### src/rtl/uart_tx.sv
`default_nettype none
// ============================================================================
// Module : uart_tx
// Buffered 8N1 UART transmitter: valid/ready byte FIFO feeding a bit-timing
// state machine that sends start, 8 data bits LSB first, and one stop bit.
// Rev    : 1.0
// ============================================================================

module uart_tx #(
  parameter int CLK_DIVIDE = 868,
  parameter int FIFO_DEPTH = 4
) (
  input  logic       i_clk,
  input  logic       i_reset,
  input  logic       i_valid,
  input  logic [7:0] i_data,
  output logic       o_ready,
  output logic       o_serialOut,
  output logic       o_busy
);

  localparam int PW = (FIFO_DEPTH > 1) ? $clog2(FIFO_DEPTH) : 1;
  localparam int CW = PW + 1;

  localparam logic [CW-1:0] C_FULL      = CW'(FIFO_DEPTH);
  localparam logic [15:0]   C_LAST_TICK = 16'(CLK_DIVIDE - 1);

  localparam logic [1:0] C_IDLE  = 2'd0;
  localparam logic [1:0] C_START = 2'd1;
  localparam logic [1:0] C_DATA  = 2'd2;
  localparam logic [1:0] C_STOP  = 2'd3;

  logic [7:0]    r_mem [FIFO_DEPTH];
  logic [PW-1:0] r_wr_ptr;
  logic [PW-1:0] r_rd_ptr;
  logic [CW-1:0] r_count;
  logic [1:0]    r_state;
  logic [15:0]   r_clk_count;
  logic [2:0]    r_bit_idx;
  logic [7:0]    r_shift;
  logic          r_serial;

  logic w_push;
  logic w_pop;
  logic w_bit_end;
  logic w_fifo_nonempty;

  assign o_ready         = (r_count != C_FULL);
  assign o_busy          = (r_state != C_IDLE) || (r_count != '0);
  assign o_serialOut     = r_serial;
  assign w_fifo_nonempty = (r_count != '0);
  assign w_bit_end       = (r_clk_count == C_LAST_TICK);

  // A write while full is dropped even if a pop frees a slot on the same edge.
  assign w_push = i_valid && o_ready;
  assign w_pop  = w_fifo_nonempty &&
                  ((r_state == C_IDLE) || ((r_state == C_STOP) && w_bit_end));

  always_ff @(posedge i_clk) begin
    if (w_push) begin
      r_mem[r_wr_ptr] <= i_data;
    end
  end

  always_ff @(posedge i_clk or posedge i_reset) begin
    if (i_reset) begin
      r_wr_ptr <= '0;
      r_rd_ptr <= '0;
      r_count  <= '0;
    end else begin
      if (w_push) begin
        r_wr_ptr <= r_wr_ptr + PW'(1);
      end
      if (w_pop) begin
        r_rd_ptr <= r_rd_ptr + PW'(1);
      end
      case ({w_push, w_pop})
        2'b10:   r_count <= r_count + CW'(1);
        2'b01:   r_count <= r_count - CW'(1);
        default: r_count <= r_count;
      endcase
    end
  end

  always_ff @(posedge i_clk or posedge i_reset) begin
    if (i_reset) begin
      r_state     <= C_IDLE;
      r_clk_count <= '0;
      r_bit_idx   <= '0;
      r_shift     <= '0;
      r_serial    <= 1'b1;
    end else begin
      case (r_state)
        C_IDLE: begin
          r_serial <= 1'b1;
          if (w_pop) begin
            r_shift     <= r_mem[r_rd_ptr];
            r_bit_idx   <= '0;
            r_clk_count <= '0;
            r_serial    <= 1'b0;
            r_state     <= C_START;
          end
        end
        C_START: begin
          if (w_bit_end) begin
            r_clk_count <= '0;
            r_serial    <= r_shift[0];
            r_state     <= C_DATA;
          end else begin
            r_clk_count <= r_clk_count + 16'd1;
          end
        end
        C_DATA: begin
          if (w_bit_end) begin
            r_clk_count <= '0;
            if (r_bit_idx == 3'd7) begin
              r_serial <= 1'b1;
              r_state  <= C_STOP;
            end else begin
              // The bit on the line is always shift[0]; shift to expose the next.
              r_bit_idx <= r_bit_idx + 3'd1;
              r_serial  <= r_shift[1];
              r_shift   <= {1'b0, r_shift[7:1]};
            end
          end else begin
            r_clk_count <= r_clk_count + 16'd1;
          end
        end
        C_STOP: begin
          if (w_bit_end) begin
            r_clk_count <= '0;
            if (w_pop) begin
              r_shift   <= r_mem[r_rd_ptr];
              r_bit_idx <= '0;
              r_serial  <= 1'b0;
              r_state   <= C_START;
            end else begin
              r_state <= C_IDLE;
            end
          end else begin
            r_clk_count <= r_clk_count + 16'd1;
          end
        end
        default: begin
          r_state     <= C_IDLE;
          r_clk_count <= '0;
          r_serial    <= 1'b1;
        end
      endcase
    end
  end

endmodule

`default_nettype wire

### config.mk
export PLATFORM = sky130hd
export DESIGN_NAME = uart_tx
export DESIGN_NICKNAME = d
export VERILOG_FILES = /design/src/rtl/uart_tx.sv
export SDC_FILE = /design/constraint.sdc
export NUM_CORES = 1
export LEC_CHECK = 0
export CORE_ASPECT_RATIO = 0.8
export CORE_UTILIZATION = 52
export DETAILED_ROUTE_END_ITERATION = 12
export GPL_TIMING_DRIVEN = 0
export PLACE_DENSITY_LB_ADDON = 0.15
export SLEW_MARGIN = 20
export SYNTH_ARGS = -nofsm -noshare
export SYNTH_HDL_FRONTEND = slang
export SYNTH_SLANG_ARGS = --single-unit
### constraint.sdc
create_clock -name i_clk -period 3.1 [get_ports i_clk]
set_clock_uncertainty 0.05 [all_clocks]
set_input_delay 0.31 -clock i_clk [delete_from_list [all_inputs] [get_ports i_clk]]
set_output_delay 0.31 -clock i_clk [all_outputs]
set_load 0.005 [all_outputs]
### After elaboration in Yosys (flattened, before gate mapping)

Memories as Yosys holds them, arrays and structs flattened.
Cells that the tools add are included.
W data, S select, Z words.

| word-level totals | value |
|---|---|
| input port bits | 11 |
| register bits after elaboration | 37 |
| memories | 1 |
| RAM bits | 32 |
| output and inout bits | 3 |
| word-level logic and storage cells | 74 |

Memory list:

| name | depth | bits a word | rd ports | clocked after memory_dff | write ports | line | source |
|---|---|---|---|---|---|---|---|
| r_mem | 4 | 8 | 1 | 0 | 1 | 33 | `logic [7:0] r_mem [FIFO_DEPTH];` |

| operators by class | value |
|---|---|
| equality and inequality tests | 15 |
| reduce and logical (&&, ||, !) cells | 14 |
| add/sub/neg operators | 6 |
| multiplexer cells | 30 |

Operator list:

| kind | count |
|---|---|
| $mux W16 | 2 |
| $mux W8 | 4 |
| $pmux W16 S2 | 1 |
| $pmux W8 S3 | 1 |
| $add A16 B1 Y16 const B | 1 |
| $eq A16 B10 Y1 const B | 1 |
| $ne A2 B2 Y1 const B | 7 |
| $mux W3 | 4 |
| $mux W2 | 5 |
| $mux W1 | 9 |
| $pmux W3 S3 | 1 |
| $pmux W2 S4 | 1 |
| $reduce_and A4 Y1 | 2 |
| $add A3 B1 Y3 const B | 2 |
| $eq A2 B2 Y1 const B | 3 |
| $pmux W3 S2 | 1 |
| $reduce_bool A3 Y1 | 2 |
| $reduce_and A5 Y1 | 1 |
| $add A2 B1 Y2 const B | 2 |
| $eq A2 B1 Y1 const B | 2 |
| $pmux W1 S4 | 1 |
| $reduce_bool A2 Y1 | 2 |
| $eq A3 B3 Y1 const B | 1 |
| $logic_and A1 B1 Y1 | 3 |
| 5 further kinds | 6 |

### Longest topological paths before layout

| logic depth | value |
|---|---|
| depth in word-level cells | 7 |
| depth in mapped cells | 11 |
| mapped depth without buffers | 11 |

### Worst setup path after synthesis

OpenSTA, ideal clock, no wires.

| path | value |
|---|---|
| kind | flip-flop to flip-flop |
| start | register r_clk_count[4] |
| end | register r_count[2] |
| period minus slack after synthesis | 2.792 ns |
| slack | 0.308 ns |
| library setup time | 0.079 ns |
| data required time | 2.971 ns |
| path buffers | 0 |
| arrival | 2.663 ns |
| cell stages (with the launch flop) | 11 |
| cells stage by stage | dfrtp_1 or4b_4 nor4_4 a21oi_1 nor2_1 ha_1 inv_1 fa_1 xor2_1 nor2_1 xor2_1 |

| between the ends | value |
|---|---|
| longest elaborated chain between the ends | 6 |

RTL lines:

| element | line | source |
|---|---|---|
| from (decl) | 38 | `logic [15:0] r_clk_count;` |
| from (signal assigned) | 110 | `r_clk_count <= r_clk_count + 16'd1;` |
| from (signal assigned) | 126 | `r_clk_count <= r_clk_count + 16'd1;` |
| from (signal assigned) | 141 | `r_clk_count <= r_clk_count + 16'd1;` |
| $eq A16 B10 Y1 (*) | 52 | `assign w_bit_end = (r_clk_count == C_LAST_TICK);` |
| $logic_and A1 B1 Y1 (*) | 57 | `((r_state == C_IDLE) \|\| ((r_state == C_STOP) && w_bit_end));` |
| $logic_or A1 B1 Y1 (*) | 57 |  |
| $logic_and A1 B1 Y1 (*) | 56 | `assign w_pop = w_fifo_nonempty &&` |
| $eq A2 B1 Y1 or $eq A2 B2 Y1 (tied branches) | 77 | `case ({w_push, w_pop})` |
| $pmux W3 S2 or $reduce_bool A2 Y1 (tied branches) | n/a |  |
| to (signal assigned) | 78 | `2'b10: r_count <= r_count + CW'(1);` |
| to (signal assigned) | 79 | `2'b01: r_count <= r_count - CW'(1);` |
| to (signal assigned) | 80 | `default: r_count <= r_count;` |
| to (decl) | 36 | `logic [CW-1:0] r_count;` |

Every way passes the cells marked *; elsewhere a longest branch is shown, timed or not.
A chain may end at the register's enable or synchronous reset.

### Final worst setup path

| path | value |
|---|---|
| start | register r_clk_count[3] |
| end | register r_count[2] |

Same word-level chain as after synthesis.

==> flow_summary_export.csv <==
group,metric,value,unit
status,status,"finished clean",
synthesis,netlist_instances,254,
timing,period_share,90.9,%
clocking,cts_sinks,69,
timing,max_freq,355,MHz
floorplanning,initial_core_util,55.0,%
power,ir_worst_vdd,0.000523,V
detailed_routing,drt_iter0_drc,106,
synthesis,synth.avg_cell_area,13.0,sq um
worst_setup_path,required,3320,ps
global_route,grt_overflow,0,
placement,placed_cell_area,3550,sq um
power,power.density,894,nW/um^2
detailed_routing,drc_errors,0,
detailed_routing,drt_wl_total,5800,microns
finish,drive_gt1_share,17.2,%
detailed_routing,dr_total_vias,2045,
synthesis,synth_area,3300,sq um
floorplanning,fp-row-count,25,
floorplanning,die_y,73.3,microns
worst_setup_path,cp_cell_sequence,"clkbuf_1 -> or3_1 -> nor4_4 -> a21oi_1 -> nor2_2 -> ha_1 -> inv_1 -> fa_1 -> xor2_1 -> nor2_1 -> xor2_1",
global_route,grt_start_max_net_pins,34,
timing,setup_viol,0,
worst_setup_path,crit_end,"r_count[2]$_DFFE_PP0P_",
worst_setup_path,path_max_fanout,8,
worst_setup_path,worstRegToRegCells,11,
synthesis,yosysWarnings,0,
timing,min_period,2820,ps
min_path,hold_class,"primary input to asynchronous set/reset pin",
synthesis,synth_area_leaders,"edfxtp_1 (29%), dfrtp_1 (27%), mux4_2 (5.5%), ha_1 (4.9%), o21ai_0 (3.6%)",
synthesis,synth_flop_cell,"dfrtp_1",
finish,stdcell_area,3780,sq um
synthesis,synth_cell_types,48,
global_route,grt_pass1_vias,1979,
clocking,cts_hold_buf,0,
worst_setup_path,r2r_start,"r_clk_count[3]$_DFFE_PP0P_",
timing,tightest_slew,922,ps
worst_setup_path,worst_setup_path_end_kind,"flip-flop",
global_route,grt_first_pass_wirelength,10000,microns
synthesis,synth_top_cell_by_area,"edfxtp_1",
worst_setup_path,critical_path_arrival,3030,ps
timing,whs,109,ps
placement,hpwl,3960,microns
placement,pre_cts_ws,-81.4,ps
placement,gp_congestion,0.779,
worst_setup_path,r2r_setup_slack,280,ps
worst_setup_path,startpoint_type,"flip-flop",
detailed_routing,vias_per_cell,5.59,
timing,slew_viol_final,0,
timing,hold_viol,0,
flow_run,cap_violations,0,
global_route,track_usage,20.3,%
clocking,path_clk_slew,70,ps
worst_setup_path,startpoint,"r_clk_count[3]$_DFFE_PP0P_",
worst_setup_path,path_class,"flip-flop to flip-flop",
clocking,cts_buffer_depth,2,
clocking,root_buffer,"clkbuf_8",
power,leakagePower,1.49,nW
worst_setup_path,timing.rr.end,"r_count[2]$_DFFE_PP0P_",
finish,final_nets,305,
clocking,cts_htree_levels,3,
clocking,clk_latency,340,ps
placement,portBuffers,13,
floorplanning,ioPinCount,14,
timing,finalWorstSetupSlack,282,ps
synthesis,synth_top_cell_area_share,29.1,%
clocking,cts_buffers,9,
finish,diodes,0,
synthesis,synth_edf_count,32,
worst_setup_path,cpPeakStageDelay,470,ps
global_route,grt_antenna_before_repair,0,
detailed_routing,drtPass1Iterations,4,
worst_setup_path,cpMaxStageDelayCell,"or3_1",
synthesis,synth_seq_cells,69,
floorplanning,fp.coreArea,6010,sq um
detailed_routing,wire_per_inst,15.8,microns
worst_setup_path,crit_top_cell,"xor2_1",
floorplanning,die_x,91.1,microns
finish,syn2layout_area_growth,14.6,%
floorplanning,die-area,6670,sq um
timing,maxSlewHeadroom,37.7,%
detailed_routing,ant_nets,0,
synthesis,ys_seq_area_share,57.2,%
synthesis,synthArstFlopShare,53.6,%
clocking,cts_tree,"yes",
finish,final_core_util,63.0,%
timing,rsz0062_at_grt,"false",
synthesis,synth_nets,279,
cells in the mapped netlist (6+ instances only):
library cell and count:
dfrtp_1 36, edfxtp_1 32, o21ai_0 24, nand2_1 19
ha_1 13, inv_1 12, nor2_1 12, mux2_2 9
mux4_2 8, mux2_4 7, nand3_1 7, xor2_1 6
layout by cell type, fill, tap and decap left out, types with 5 or more instances in the layout:
cell type / n
and3_1: 5
clkbuf_8: 9
clkdlybuf4s50_1: 13
dfrtp_1: 36
edfxtp_1: 32
ha_1: 13
inv_1: 11
mux2_2: 9
mux2_4: 7
mux4_2: 8
nand2_1: 19
nand3_1: 7
nand4_1: 5
nor2_1: 11
o21ai_0: 24
xor2_1: 6
cell type report:
class                   instances  area (sq um)
repair buffers                 15           158
fillers                       488          2220
multi-input cells             164          1330
clock buffers                   9           124
inverters                      12          45.0
flip-flops and latches         69          1890
well taps                      81           101
plain buffers                   9          42.5
clock inverters                 7          90.1
critical path, delay by kind of cell, from the launching register on:
family                   cells  cell delay (ps)
flip-flops                   1              360
AO/OA/AOI/OAI                1              150
XOR/XNOR                     2              300
AND/OR/NAND/NOR              4             1060
buffers and inverters        2              240
adder cells (fa/ha/maj)      2              580
flip-flops by register name, indices dropped and copies added (netlist names):
signal       flops
o_serialOut      1
r_bit_idx        3
r_clk_count     16
r_count          3
r_mem           32
r_rd_ptr         2
r_shift          8
r_state          2
r_wr_ptr         2
through the flow:
step	cells	power, mW	setup TNS [ps]
floorplan	254	2.31	0
global placement	348	2.58	-18.6
detailed placement	349	2.62	-81.4
CTS	366	3.42	0
global route	366	3.63	0
finish	366	3.38	0
metal layers:
metal	up-vias	track usage, %	routed length [microns]
met4	0	5.29	29
met5	-	0	0
li1	997	-	-
met3	2	7.45	244
met1	997	29.4	2950
met2	49	29.0	2570
worst min path at each step:
stage                                      startpoint                          end  slack [ps]  cells after the start
final                                         i_reset      r_wr_ptr[1]$_DFFE_PP0P_         110                      2
after global routing                          i_reset      r_wr_ptr[1]$_DFFE_PP0P_         100                      2
after CTS                                     i_reset   r_clk_count[0]$_DFFE_PP0P_          90                      2
after detailed placement  r_clk_count[15]$_DFFE_PP0P_  r_clk_count[15]$_DFFE_PP0P_         440                      1
after global placement    r_clk_count[15]$_DFFE_PP0P_  r_clk_count[15]$_DFFE_PP0P_         430                      1
after floorplan                             i_data[0]        r_mem[0][0]$_DFFE_PP_         360                      0
cell families after synthesis:
kind of cell / synth area share, %
AO/OA/AOI/OAI: 8.87
flip-flops: 57.2
XOR/XNOR: 2.65
multiplexers: 12.0
buffers and inverters: 2.65
adder cells (fa/ha/maj): 5.53
AND/OR/NAND/NOR: 11.1
what timing repair did:
item                       CTS  global route
setup endpoints to repair    1             2
gates cloned                 0             0
resized for setup            0             2
pin swaps                    1             0
buffers inserted             1             0
power breakdown:
group,total [mW],internal [mW],switching (mW)
Sequential,1.35,1.21,0.136
Combinational,1.25,0.618,0.635
Clock,0.781,0.448,0.333
Total,3.38,2.28,1.10
Power figures use the tool's default switching activity.
